**config.mk**
```make
export PLATFORM = sky130hd
export DESIGN_NAME = prv664_fdispatch_hazard
export DESIGN_NICKNAME = d
export VERILOG_FILES = /design/src/rtl/prv664_fdispatch_hazard.sv
export SDC_FILE = /design/constraint.sdc
export NUM_CORES = 1
export LEC_CHECK = 0
export ABC_AREA = 0
export CORE_AREA = 4 4 154 156
export DETAILED_ROUTE_END_ITERATION = 16
export DIE_AREA = 0 0 158 160
export PLACE_DENSITY = 0.68
export SLEW_MARGIN = 20
export SYNTH_ARGS = -nofsm -noshare
export SYNTH_HDL_FRONTEND = slang
export SYNTH_SLANG_ARGS = --single-unit
export TNS_END_PERCENT = 20
```
**constraint.sdc**
```tcl
create_clock -name clk_i -period 19.29 [get_ports clk_i]
set_clock_uncertainty 0.2 [all_clocks]
set_input_delay 5.787 -clock clk_i [delete_from_list [all_inputs] [get_ports clk_i]]
set_output_delay 5.787 -clock clk_i [all_outputs]
set_load 0.02 [all_outputs]
```
**src/rtl/prv664_fdispatch_hazard.sv**
```systemverilog
// FP dispatch hazard stage: holds one decoded FP instruction, checks its registers
// against the FP scoreboard (with same-cycle commit wakeup) and issues it downstream.
module prv664_fdispatch_hazard #(
  parameter int    IDLEN = 8,
  parameter string RNM   = "ENABLE"
) (
  input  logic             clk_i,
  input  logic             arst_ni,
  input  logic             flush_i,
  input  logic             in_valid_i,
  output logic             in_ready_o,
  input  logic [2:0]       in_rs_used_i,
  input  logic [4:0]       in_rs1index_i,
  input  logic [4:0]       in_rs2index_i,
  input  logic [4:0]       in_rs3index_i,
  input  logic             in_rd_wren_i,
  input  logic [4:0]       in_rdindex_i,
  input  logic [IDLEN-1:0] in_itag_i,
  output logic             out_valid_o,
  input  logic             out_ready_i,
  output logic [2:0]       out_rs_used_o,
  output logic [4:0]       out_rs1index_o,
  output logic [4:0]       out_rs2index_o,
  output logic [4:0]       out_rs3index_o,
  output logic             out_rd_wren_o,
  output logic [4:0]       out_rdindex_o,
  output logic [IDLEN-1:0] out_itag_o,
  input  logic [31:0]      busy_flag_i,
  input  logic [31:0][7:0] id_flag_i,
  input  logic             commit0_valid_i,
  input  logic             commit0_wren_i,
  input  logic [4:0]       commit0_rdindex_i,
  input  logic [7:0]       commit0_itag_i,
  output logic             sb_write_o,
  output logic [4:0]       sb_rdindex_o,
  output logic [IDLEN-1:0] sb_itag_o,
  output logic [15:0]      stall_cnt_o
);

  // With renaming a busy destination is harmless; without it WAW must stall too.
  localparam bit WAW_STALL = (RNM != "ENABLE");

  typedef enum logic [1:0] {ST_EMPTY, ST_WAIT, ST_READY} state_e;

  logic             hold_valid;
  logic [2:0]       hold_rs_used;
  logic [4:0]       hold_rs1, hold_rs2, hold_rs3, hold_rd;
  logic             hold_rd_wren;
  logic [IDLEN-1:0] hold_itag;

  logic [31:0] commit_clr;
  logic [31:0] eff_busy;
  logic [2:0]  src_busy;
  logic        rd_busy;
  logic        hazard;
  logic        fire;
  logic        accept;
  state_e      state;

  // A commit whose tag matches the register's pending tag frees it this cycle;
  // an older producer's commit (tag mismatch) does not.
  always_comb begin
    commit_clr = '0;
    if (commit0_valid_i && commit0_wren_i)
      commit_clr[commit0_rdindex_i] =
        (commit0_itag_i[IDLEN-1:0] == id_flag_i[commit0_rdindex_i][IDLEN-1:0]);
  end

  assign eff_busy    = busy_flag_i & ~commit_clr;
  assign src_busy[0] = hold_rs_used[0] & eff_busy[hold_rs1];
  assign src_busy[1] = hold_rs_used[1] & eff_busy[hold_rs2];
  assign src_busy[2] = hold_rs_used[2] & eff_busy[hold_rs3];
  assign rd_busy     = WAW_STALL & hold_rd_wren & eff_busy[hold_rd];
  assign hazard      = (|src_busy) | rd_busy;

  always_comb begin
    if (!hold_valid)  state = ST_EMPTY;
    else if (hazard)  state = ST_WAIT;
    else              state = ST_READY;
  end

  // Both sides use valid/ready: a transfer happens on a rising clk edge where
  // valid and ready are both high; flush_i blocks both sides for that cycle.
  assign out_valid_o = (state == ST_READY) & ~flush_i;
  assign fire        = out_valid_o & out_ready_i;
  assign in_ready_o  = ~flush_i & (~hold_valid | fire);
  assign accept      = in_valid_i & in_ready_o;

  assign out_rs_used_o  = hold_rs_used;
  assign out_rs1index_o = hold_rs1;
  assign out_rs2index_o = hold_rs2;
  assign out_rs3index_o = hold_rs3;
  assign out_rd_wren_o  = hold_rd_wren;
  assign out_rdindex_o  = hold_rd;
  assign out_itag_o     = hold_itag;

  // The scoreboard marks rd busy at the fire edge, so a dependent instruction
  // loaded at that same edge sees the busy bit one cycle later.
  assign sb_write_o   = fire & hold_rd_wren;
  assign sb_rdindex_o = hold_rd;
  assign sb_itag_o    = hold_itag;

  always_ff @(posedge clk_i or negedge arst_ni) begin
    if (!arst_ni) begin
      hold_valid   <= 1'b0;
      hold_rs_used <= '0;
      hold_rs1     <= '0;
      hold_rs2     <= '0;
      hold_rs3     <= '0;
      hold_rd_wren <= 1'b0;
      hold_rd      <= '0;
      hold_itag    <= '0;
      stall_cnt_o  <= '0;
    end else begin
      if (flush_i) begin
        hold_valid <= 1'b0;
      end else if (accept) begin
        hold_valid   <= 1'b1;
        hold_rs_used <= in_rs_used_i;
        hold_rs1     <= in_rs1index_i;
        hold_rs2     <= in_rs2index_i;
        hold_rs3     <= in_rs3index_i;
        hold_rd_wren <= in_rd_wren_i;
        hold_rd      <= in_rdindex_i;
        hold_itag    <= in_itag_i;
      end else if (fire) begin
        hold_valid <= 1'b0;
      end
      if ((state == ST_WAIT) && !flush_i && (stall_cnt_o != 16'hFFFF))
        stall_cnt_o <= stall_cnt_o + 16'd1;
    end
  end

endmodule

```
======== Yosys cells after proc, flatten, opt, wreduce, memory -nomap -nowiden ========
Cells that the tools add are included.
word-level totals
  output and inout bits ................... 64
  input bits .............................. 340
  logic and storage cells ................. 57
  register bits after elaboration ......... 49
cells by class
  muxes and demuxes ....................... 16
  bitwise gates (word level) .............. 14
  $lt $le $gt $ge ......................... 5
  add/subtract/negate cells ............... 1
  equal/unequal tests ..................... 4
  reductions and logical operators ........ 8
operators with widths
  cell                                                                                  count
  32-bit AND                                                                            2
  8-bit binary-select mux with 5-bit select                                             1
  32-bit two-way mux                                                                    1
  32-bit inverter                                                                       1
  5-bit by 6-bit less-than comparator with 1-bit output (second input constant)         4
  16-bit by 1-bit adder with 16-bit output (second input constant)                      1
  16-bit != test (second input constant)                                                1
  1-bit binary-select mux with 5-bit select                                             3
  1-bit AND                                                                             8
  8-bit == test                                                                         1
  8-bit two-way mux                                                                     1
  1-bit two-way mux                                                                     7
  1-bit demux with 5-bit select                                                         1
  5-bit by 1-bit greater-or-equal comparator with 1-bit output (second input constant)  1
  1-bit logical AND                                                                     4
  2-bit two-way mux                                                                     2
  3-bit nonzero test                                                                    1
  3-bit OR reduction                                                                    1
  2-bit by 1-bit == test with 1-bit output (second input constant)                      1
  2-bit == test (second input constant)                                                 1
  1-bit inverter                                                                        2
  2-bit AND reduction                                                                   1
  1-bit logical NOT                                                                     1
  1-bit OR                                                                              1

======== Logic depth before layout (Yosys ltp) ========
Gate-level depths: netlist of the first run.
  word-level depth ........................ 22
  mapped depth ............................ 19

======== Worst setup path before layout of the first run ========
No wires, ideal clock.
  path type ............................... input -> output
  start ................................... in commit0_rdindex_i[1]
  end ..................................... out sb_write_o
  buffers on the path ..................... 2
  cell stages on the path ................. 15
  arrival ................................. 9.682 ns
  required time ........................... 13.303 ns
  path slack .............................. 3.621 ns
  cells stage by stage .................... buf_2 > buf_2 > mux2i_1 > o22ai_1 > or4_1 > or3_1 > a22oi_2 > nand4_4 > o31a_1 > or4b_1 > a32oi_1 > a221o_1 > nand4_2 > nor2_1 > and3_1
between the ends
  longest elaborated chain between the ends .. 18
  elaborated cells on any way between the ends .. 28
  classes of those cells .................. 2 x order compare; 2 x eq/ne; 13 x mux; 9 x bitwise; 2 x reduce/logical
ends and longest elaborated chain
  item                                                                                                                                                                line  text
  from (decl)                                                                                                                                                         32    input logic [4:0] commit0_rdindex_i,
  5-bit by 6-bit less-than comparator with 1-bit output (not written as such) / 5-bit by 1-bit greater-or-equal comparator with 1-bit output (equally long branches)  65    commit_clr[commit0_rdindex_i] =
  1-bit logical AND (not written as such)                                                                                                                             65
  1-bit two-way mux (not written as such)                                                                                                                             65
  1-bit demux with 5-bit select                                                                                                                                       65
  32-bit AND (no line) *                                                                                                                                              --
  32-bit two-way mux *                                                                                                                                                64    if (commit0_valid_i && commit0_wren_i)
  32-bit inverter *                                                                                                                                                   69    assign eff_busy = busy_flag_i & ~commit_clr;
  32-bit AND *                                                                                                                                                        69
  [3 not listed]                                                                                                                                                      --
  3-bit OR reduction *                                                                                                                                                74    assign hazard = (|src_busy) | rd_busy;
  2-bit two-way mux *                                                                                                                                                 78    else if (hazard) state = ST_WAIT;
  2-bit two-way mux *                                                                                                                                                 77    if (!hold_valid) state = ST_EMPTY;
  2-bit == test *                                                                                                                                                     84    assign out_valid_o = (state == ST_READY) & ~flush_i;
  1-bit AND *                                                                                                                                                         84
  net out_valid_o                                                                                                                                                     19    output logic out_valid_o,
  1-bit AND *                                                                                                                                                         85    assign fire = out_valid_o & out_ready_i;
  1-bit AND *                                                                                                                                                         99    assign sb_write_o = fire & hold_rd_wren;
  to (decl)                                                                                                                                                           34    output logic sb_write_o,
The timed path passes the listed nets; every way through them passes the cells marked *. The select of a mux whose other input is x is not followed.

======== Final worst setup path of the first run ========
  start ................................... in commit0_rdindex_i[1]
  end ..................................... out in_ready_o
between the ends
  longest elaborated chain between the ends .. 19
  elaborated cells on any way between the ends .. 29
  classes of those cells .................. 2 x order compare; 2 x eq/ne; 13 x mux; 10 x bitwise; 2 x reduce/logical
ends and longest elaborated chain
  item                                                                                                                                                                line  text
  5-bit by 6-bit less-than comparator with 1-bit output (not written as such) / 5-bit by 1-bit greater-or-equal comparator with 1-bit output (equally long branches)  65
  1-bit logical AND (not written as such)                                                                                                                             65
  1-bit two-way mux (not written as such)                                                                                                                             65
  1-bit demux with 5-bit select                                                                                                                                       65
  32-bit AND (no line) *                                                                                                                                              --
  32-bit two-way mux *                                                                                                                                                64
  32-bit inverter *                                                                                                                                                   69
  32-bit AND *                                                                                                                                                        69
  [3 not listed]                                                                                                                                                      --
  3-bit OR reduction *                                                                                                                                                74
  2-bit two-way mux *                                                                                                                                                 78
  2-bit two-way mux *                                                                                                                                                 77
  2-bit == test *                                                                                                                                                     84
  1-bit AND *                                                                                                                                                         84
  1-bit AND *                                                                                                                                                         85
  1-bit OR *                                                                                                                                                          86    assign in_ready_o = ~flush_i & (~hold_valid | fire);
  1-bit AND *                                                                                                                                                         86
  to (decl)                                                                                                                                                           11    output logic in_ready_o,
Every way passes the cells marked *; elsewhere a longest branch is shown, timed or not. The select of a mux whose other input is x is not followed.

==> flow_metrics.py, run 1 <==
metrics = {
    "synthesis": {
        "synth-seq-cells": 49,
        "synth_nets": 1084,
        "yosysWarnings": 0,
        "synth.most_common_cell": "mux2i_1",
        "synthDistinctLibCells": 71,
        "ys_seq_area_frac": 0.188,
        "syn-cell-area_um2": 6520,
        "yosys-top-cells-count": "133 x mux2i_1, 74 x o22ai_1, 49 x dfrtp_1",
        "ys.flop_type": "dfrtp_1",
        "synth_edf_count": 0,
        "postSynth.asyncResetShare": 1.00,
        "syn_inst": 743,
        "synth_area_leaders": "mux2i_1 20%, dfrtp_1 19%, o22ai_1 7.1%",
        "synth_top_area_share": 0.204,
        "yosys.area.top_type": "mux2i_1",
        "avgSynthCellArea_um2": 8.78,
    },
    "power_and_ir_drop": {
        "p_per_area_nw_per_um2": 85.2,
        "leakagePower_nw": 4.14,
        "ir_worst_vdd_v": 0.0000579,
    },
    "cells_and_area": {
        "drive_above_1_share": 0.0669,
        "nets": 1417,
        "final_cell_area_um2": 10600,
        "syn_to_final_growth_pct": 62.9,
        "final_core_util": 0.475,
    },
    "timing": {
        "fin_setup_tns_ps": 0,
        "hold_violations": 0,
        "final-setup-viol-count": 0,
        "min_period_ps": 18030,
        "fmax_ghz": 0.0555,
        "tightestPinTransition_ps": 1180,
        "slew_violations": 0,
        "relSlewSlack": 0.213,
        "fin_crit_sh": 0.935,
        "worst_slack_ps": 1260,
        "fin_hold_ws_ps": 298,
        "rsz0062_at_grt": "false",
    },
    "worst_setup_path": {
        "path_cells": "buf_6, buf_4, mux2i_1, o22ai_1, nor4_1, a21oi_1, nor4_2, nand4_4, o31a_1, or4b_1, a32oi_1, a221o_1, nand4_2, o21ai_0, nor2b_1, clkdlybuf4s50_1",
        "start_kind": "primary input",
        "critPathMaxFanout": 97,
        "path_class": "in2out",
        "cp_data_arrival_time_ps": 12050,
        "crit_required_ps": 13300,
        "worst_path_max_delay_cell": "buf_6",
        "cp_slowest_stage_delay_ps": 730,
        "crit_path_end_kind": "output port",
    },
    "placed_design": {
        "dp_hpwl_um": 29500,
        "post-place-ws_ps": 1460,
        "place.gp.congestion": 0.969,
        "place_area_um2": 10500,
        "numPortBuffers": 403,
    },
    "worst_hold_path": {
        "min_path_type": "reg2reg",
    },
    "detailed_routing": {
        "vias": 7854,
        "wl_um": 35600,
        "dr.pass1.iters": 6,
        "wire_per_inst_um": 26.0,
        "drc_errors": 0,
        "drtAntennaViolNets": 0,
        "drt_iter0_markers": 811,
        "viasPerCell": 5.74,
    },
    "clock_tree": {
        "insertion_delay_ps": 290,
        "cts_setup_buffers": 0,
        "post_cts_resized": 0,
        "clockBufferDepth": 2,
        "cts-buffers-inserted": 5,
        "cts_max_level": 2,
        "hold_buffers": 0,
        "cts_tree": "built",
        "cts.clk_slew.worst_paths_ps": 70,
        "cts.sinks": 49,
        "root_buffer": "clkbuf_16",
    },
    "die": {
        "row_count": 55,
        "core_um2": 22400,
        "fp.dieW_um": 158,
        "ios": 404,
        "start_util": 0.292,
        "dieArea_um2": 25300,
        "die_h_um": 160,
    },
    "grt": {
        "use_met3": 0.0580,
        "grt_overflow": 0,
        "met1_usage": 0.338,
        "grt_use_total": 0.264,
        "gr-usage-met2": 0.454,
        "grt_max_degree": 98,
        "busiest_layer": "met2",
        "antenna_found_initial": 9,
        "grt_first_pass_wirelength_um": 50500,
        "grt_pass1_vias": 7763,
    },
    "outcome": {
        "status": "completed",
    },
    "flow_run": {
        "drv_cap": 0,
    },
}
[layer usage]
metal	routed length [um]	vias to the layer above
met5	40	-
met4	671	6
met3	3370	42
li1	-	3613
met2	17600	522
met1	13900	3671
[power by group]
| part | internal [W] | switching [W] |
|---|---|---|
| combinational | 0.000310 | 0.000283 |
| sequential | 0.000141 | 0.0000832 |
| clock | 0.0000484 | 0.0000383 |
[critical path: cells and delay by family]
family                 cells  cell delay (ps)
AO/OA/AOI/OAI              6             1500
AND/OR/NAND/NOR            6             2320
buffers and inverters      3             1820
multiplexers               1              390
[sequential cells by signal, indices dropped and copies added, names as in the netlist, 3 cells and up]
signal	cells
out_rs3index_o	5
out_rs2index_o	5
out_rs1index_o	5
out_rdindex_o	5
out_itag_o	8
out_rs_used_o	3
stall_cnt_o	16
[layout make-up]
cell class / instances / area (um2)
clock buffer: 6 / 129
sequential: 49 / 1230
fill: 2173 / 11700
antenna: 6 / 15.0
multi-input combinational: 600 / 4770
timing repair buffer: 408 / 4070
inverter: 12 / 45.0
tap: 285 / 357
clock inverter: 2 / 13.8
[metrics by stage]
| stage | power (W) | std cells |
|---|---|---|
| finish | 0.000905 | 1368 |
| global route | 0.000953 | 1368 |
| CTS | 0.000900 | 1362 |
| detailed placement | 0.000810 | 1354 |
| global placement | 0.000805 | 1354 |
| floorplan | 0.000559 | 743 |
[layout by cell type (no fill, tap or decap), types with 18 or more instances in the layout]
cell               n
nor3_1            20
dfrtp_1           49
mux2i_1          133
nand2_1           35
mux2_4            30
o22ai_1           74
clkdlybuf4s50_1  401
o31ai_1           19
nand3_1           28
o311ai_0          18
nor2_1            20
[final timing paths]
path	depth (start not counted)	slack, ps	from	endpoint
setup / recovery	16	1260	commit0_rdindex_i[1]	in_ready_o
hold / removal	1	300	stall_cnt_o[9]	stall_cnt_o[9]
setup reg to reg	13	14620	out_rs3index_o[0]	out_rdindex_o[2]
hold reg to reg	1	300	stall_cnt_o[9]	stall_cnt_o[9]
max in group asynchronous	1	13160	arst_ni	out_rs1index_o[2]
min in group asynchronous	1	5320	arst_ni	out_itag_o[1]
[cell families after synthesis]
family / share of synthesized area
AO/OA/AOI/OAI: 0.219
XOR/XNOR: 0.0228
adder cells (fa/ha/maj): 0.00192
buffers and inverters: 0.0810
flip-flops: 0.188
multiplexers: 0.292
AND/OR/NAND/NOR: 0.195
(Power assumes the default switching activity.)
==> run 2, diff against run 1 <==
--- a/config.mk
+++ b/config.mk
@@ -9,6 +9,7 @@
 export CORE_AREA = 4 4 154 156
 export DETAILED_ROUTE_END_ITERATION = 16
 export DIE_AREA = 0 0 158 160
+export MAX_ROUTING_LAYER = met4
 export PLACE_DENSITY = 0.68
 export SLEW_MARGIN = 20
 export SYNTH_ARGS = -nofsm -noshare
==> flow_metrics.py, run 2 (synthesis gave the netlist of run 1 again) <==
metrics = {
    "outcome": {
        "status": "completed",
    },
    "worst_hold_path": {
        "holdPathEnd": "stall_cnt_o[10]",
        "worstHoldPathCells": 1,
        "hp-start": "stall_cnt_o[10]",
        "min_path_type": "reg2reg",
    },
    "timing": {
        "relSlewSlack": 0.335,
        "min_period_ps": 17910,
        "hold_violations": 0,
        "slew_violations": 0,
        "final-setup-viol-count": 0,
        "tightestPinTransition_ps": 998,
        "fmax_ghz": 0.0558,
        "fin_setup_tns_ps": 0,
        "rsz0062_at_grt": "false",
        "fin_crit_sh": 0.928,
    },
    "placed_design": {
        "placed_cells": 1352,
        "dp_hpwl_um": 30100,
        "numPortBuffers": 403,
        "place.gp.congestion": 1.01,
    },
    "clock_tree": {
        "insertion_delay_ps": 290,
        "cts-buffers-inserted": 5,
        "hold_buffers": 0,
        "cts_tree": "built",
        "cts.sinks": 49,
        "post_cts_resized": 0,
        "clockBufferDepth": 2,
        "root_buffer": "clkbuf_16",
        "cts_setup_buffers": 0,
        "cts_max_level": 2,
        "cts.clk_slew.worst_paths_ps": 70,
    },
    "cells_and_area": {
        "mostFrequentLayoutCell": "clkdlybuf4s50_1",
        "top_register": "stall_cnt_o",
        "final_core_util": 0.475,
        "instances_no_fill": 1369,
        "drive_above_1_share": 0.0651,
        "final_cell_mix": "401 x clkdlybuf4s50_1, 133 x mux2i_1, 74 x o22ai_1",
        "nets": 1415,
        "syn_to_final_growth_pct": 63.0,
        "largest_reg_flops": 16,
    },
    "grt": {
        "use_met3": 0.0434,
        "met1_usage": 0.354,
        "grt_use_total": 0.275,
        "gr-usage-met2": 0.445,
        "busiest_layer": "met2",
        "antenna_found_initial": 9,
        "grt_pass1_vias": 7661,
        "grt_overflow": 0,
        "grt_first_pass_wirelength_um": 50600,
        "grt_max_degree": 88,
    },
    "power_and_ir_drop": {
        "clock_power_share": 0.096,
        "p_sw_frac": 0.448,
        "seq_power_share": 0.258,
        "ir_worst_vdd_v": 0.0000542,
        "power_frac_comb": 0.646,
        "leakagePower_nw": 4.13,
        "p_int_w": 0.000499,
        "p_per_area_nw_per_um2": 85.1,
        "p_sw_w": 0.000405,
    },
    "die": {
        "core_um2": 22400,
        "ios": 404,
        "row_count": 55,
        "fp.dieW_um": 158,
        "die_h_um": 160,
        "dieArea_um2": 25300,
        "start_util": 0.292,
    },
    "detailed_routing": {
        "drt_iter0_markers": 723,
        "dr.pass1.iters": 5,
        "vias": 7780,
        "drc_errors": 0,
        "viasPerCell": 5.68,
        "wire_per_inst_um": 26.3,
        "drtAntennaViolNets": 0,
        "wl_um": 36100,
    },
    "worst_setup_path": {
        "critPathMaxFanout": 61,
        "worst-r2r-cell-count": 11,
        "crit_path_end_kind": "output port",
        "reg2reg_to": "out_itag_o[7]",
        "worst-r2r-setup-slack_ps": 14490,
        "cp_data_arrival_time_ps": 11920,
        "r2r_start": "out_rs1index_o[1]",
        "crit_required_ps": 13300,
        "path_class": "in2out",
        "start_kind": "primary input",
    },
    "flow_run": {
        "drv_cap": 0,
    },
}
-- run 2: cell count changes in the layout (fill, tap and decap cells not counted), sizes merged --
cell / previous run / this run
diode: 6 / 9
buf: 7 / 5
-- run 2: worst max-delay path by stage --
stage                    startpoint          to
2_1_floorplan  commit0_rdindex_i[1]  sb_write_o
3_3_place_gp   commit0_rdindex_i[2]  in_ready_o
3_5_place_dp   commit0_rdindex_i[2]  in_ready_o
4_1_cts        commit0_rdindex_i[2]  in_ready_o
5_1_grt        commit0_rdindex_i[2]  in_ready_o
6_report       commit0_rdindex_i[2]  in_ready_o
-- run 2: power groups by stage --
stage	Sequential (W)	Clock, W	Combinational (W)
after floorplan	0.000226	0	0.000333
after global placement	0.000231	0	0.000578
after detailed placement	0.000232	0	0.000579
after CTS	0.000231	0.0000894	0.000581
after global routing	0.000241	0.0000940	0.000617
final	0.000233	0.0000870	0.000584
-- run 2: critical path, stage by stage --
cell and delay [ps]:
clkdlybuf4s50_1 970, nand4bb_1 540, o22ai_1 170, or4_1 540, or3_1 340, a22oi_2 260
nand4_4 680, o31a_1 580, or4b_1 470, a32oi_1 220, a221o_1 180, nand4_2 170
o21ai_0 230, nor2b_1 150, clkdlybuf4s50_1 620
-- run 2: layer usage --
metal,part of all wire,wire length [um],vias to the layer above
met5,0,0,-
met4,0.028,1030,0
met1,0.41,14700,3674
li1,-,-,3597
met2,0.49,17500,447
met3,0.077,2790,62
-- run 2: stage by stage --
step                      hold WS [ps]  power (W)  worst slack (ps)  instance area, um2
final                              297   0.000904              1380               10600
after global routing               320   0.000952              1040               10600
after CTS                          301   0.000901              1470               10600
after detailed placement           287   0.000811              1480               10500
after global placement             284   0.000810              1580               10500
after floorplan                    345   0.000559              3620                6520
-- run 2: area by class of cell --
cell class,count,area (um2)
multi-input cells,600,4770
inverters,12,45.0
flip-flops and latches,49,1230
clock inverters,2,13.8
diodes,9,22.5
repair buffers,406,4070
clock buffers,6,129
fillers,2175,11700
well taps,285,357
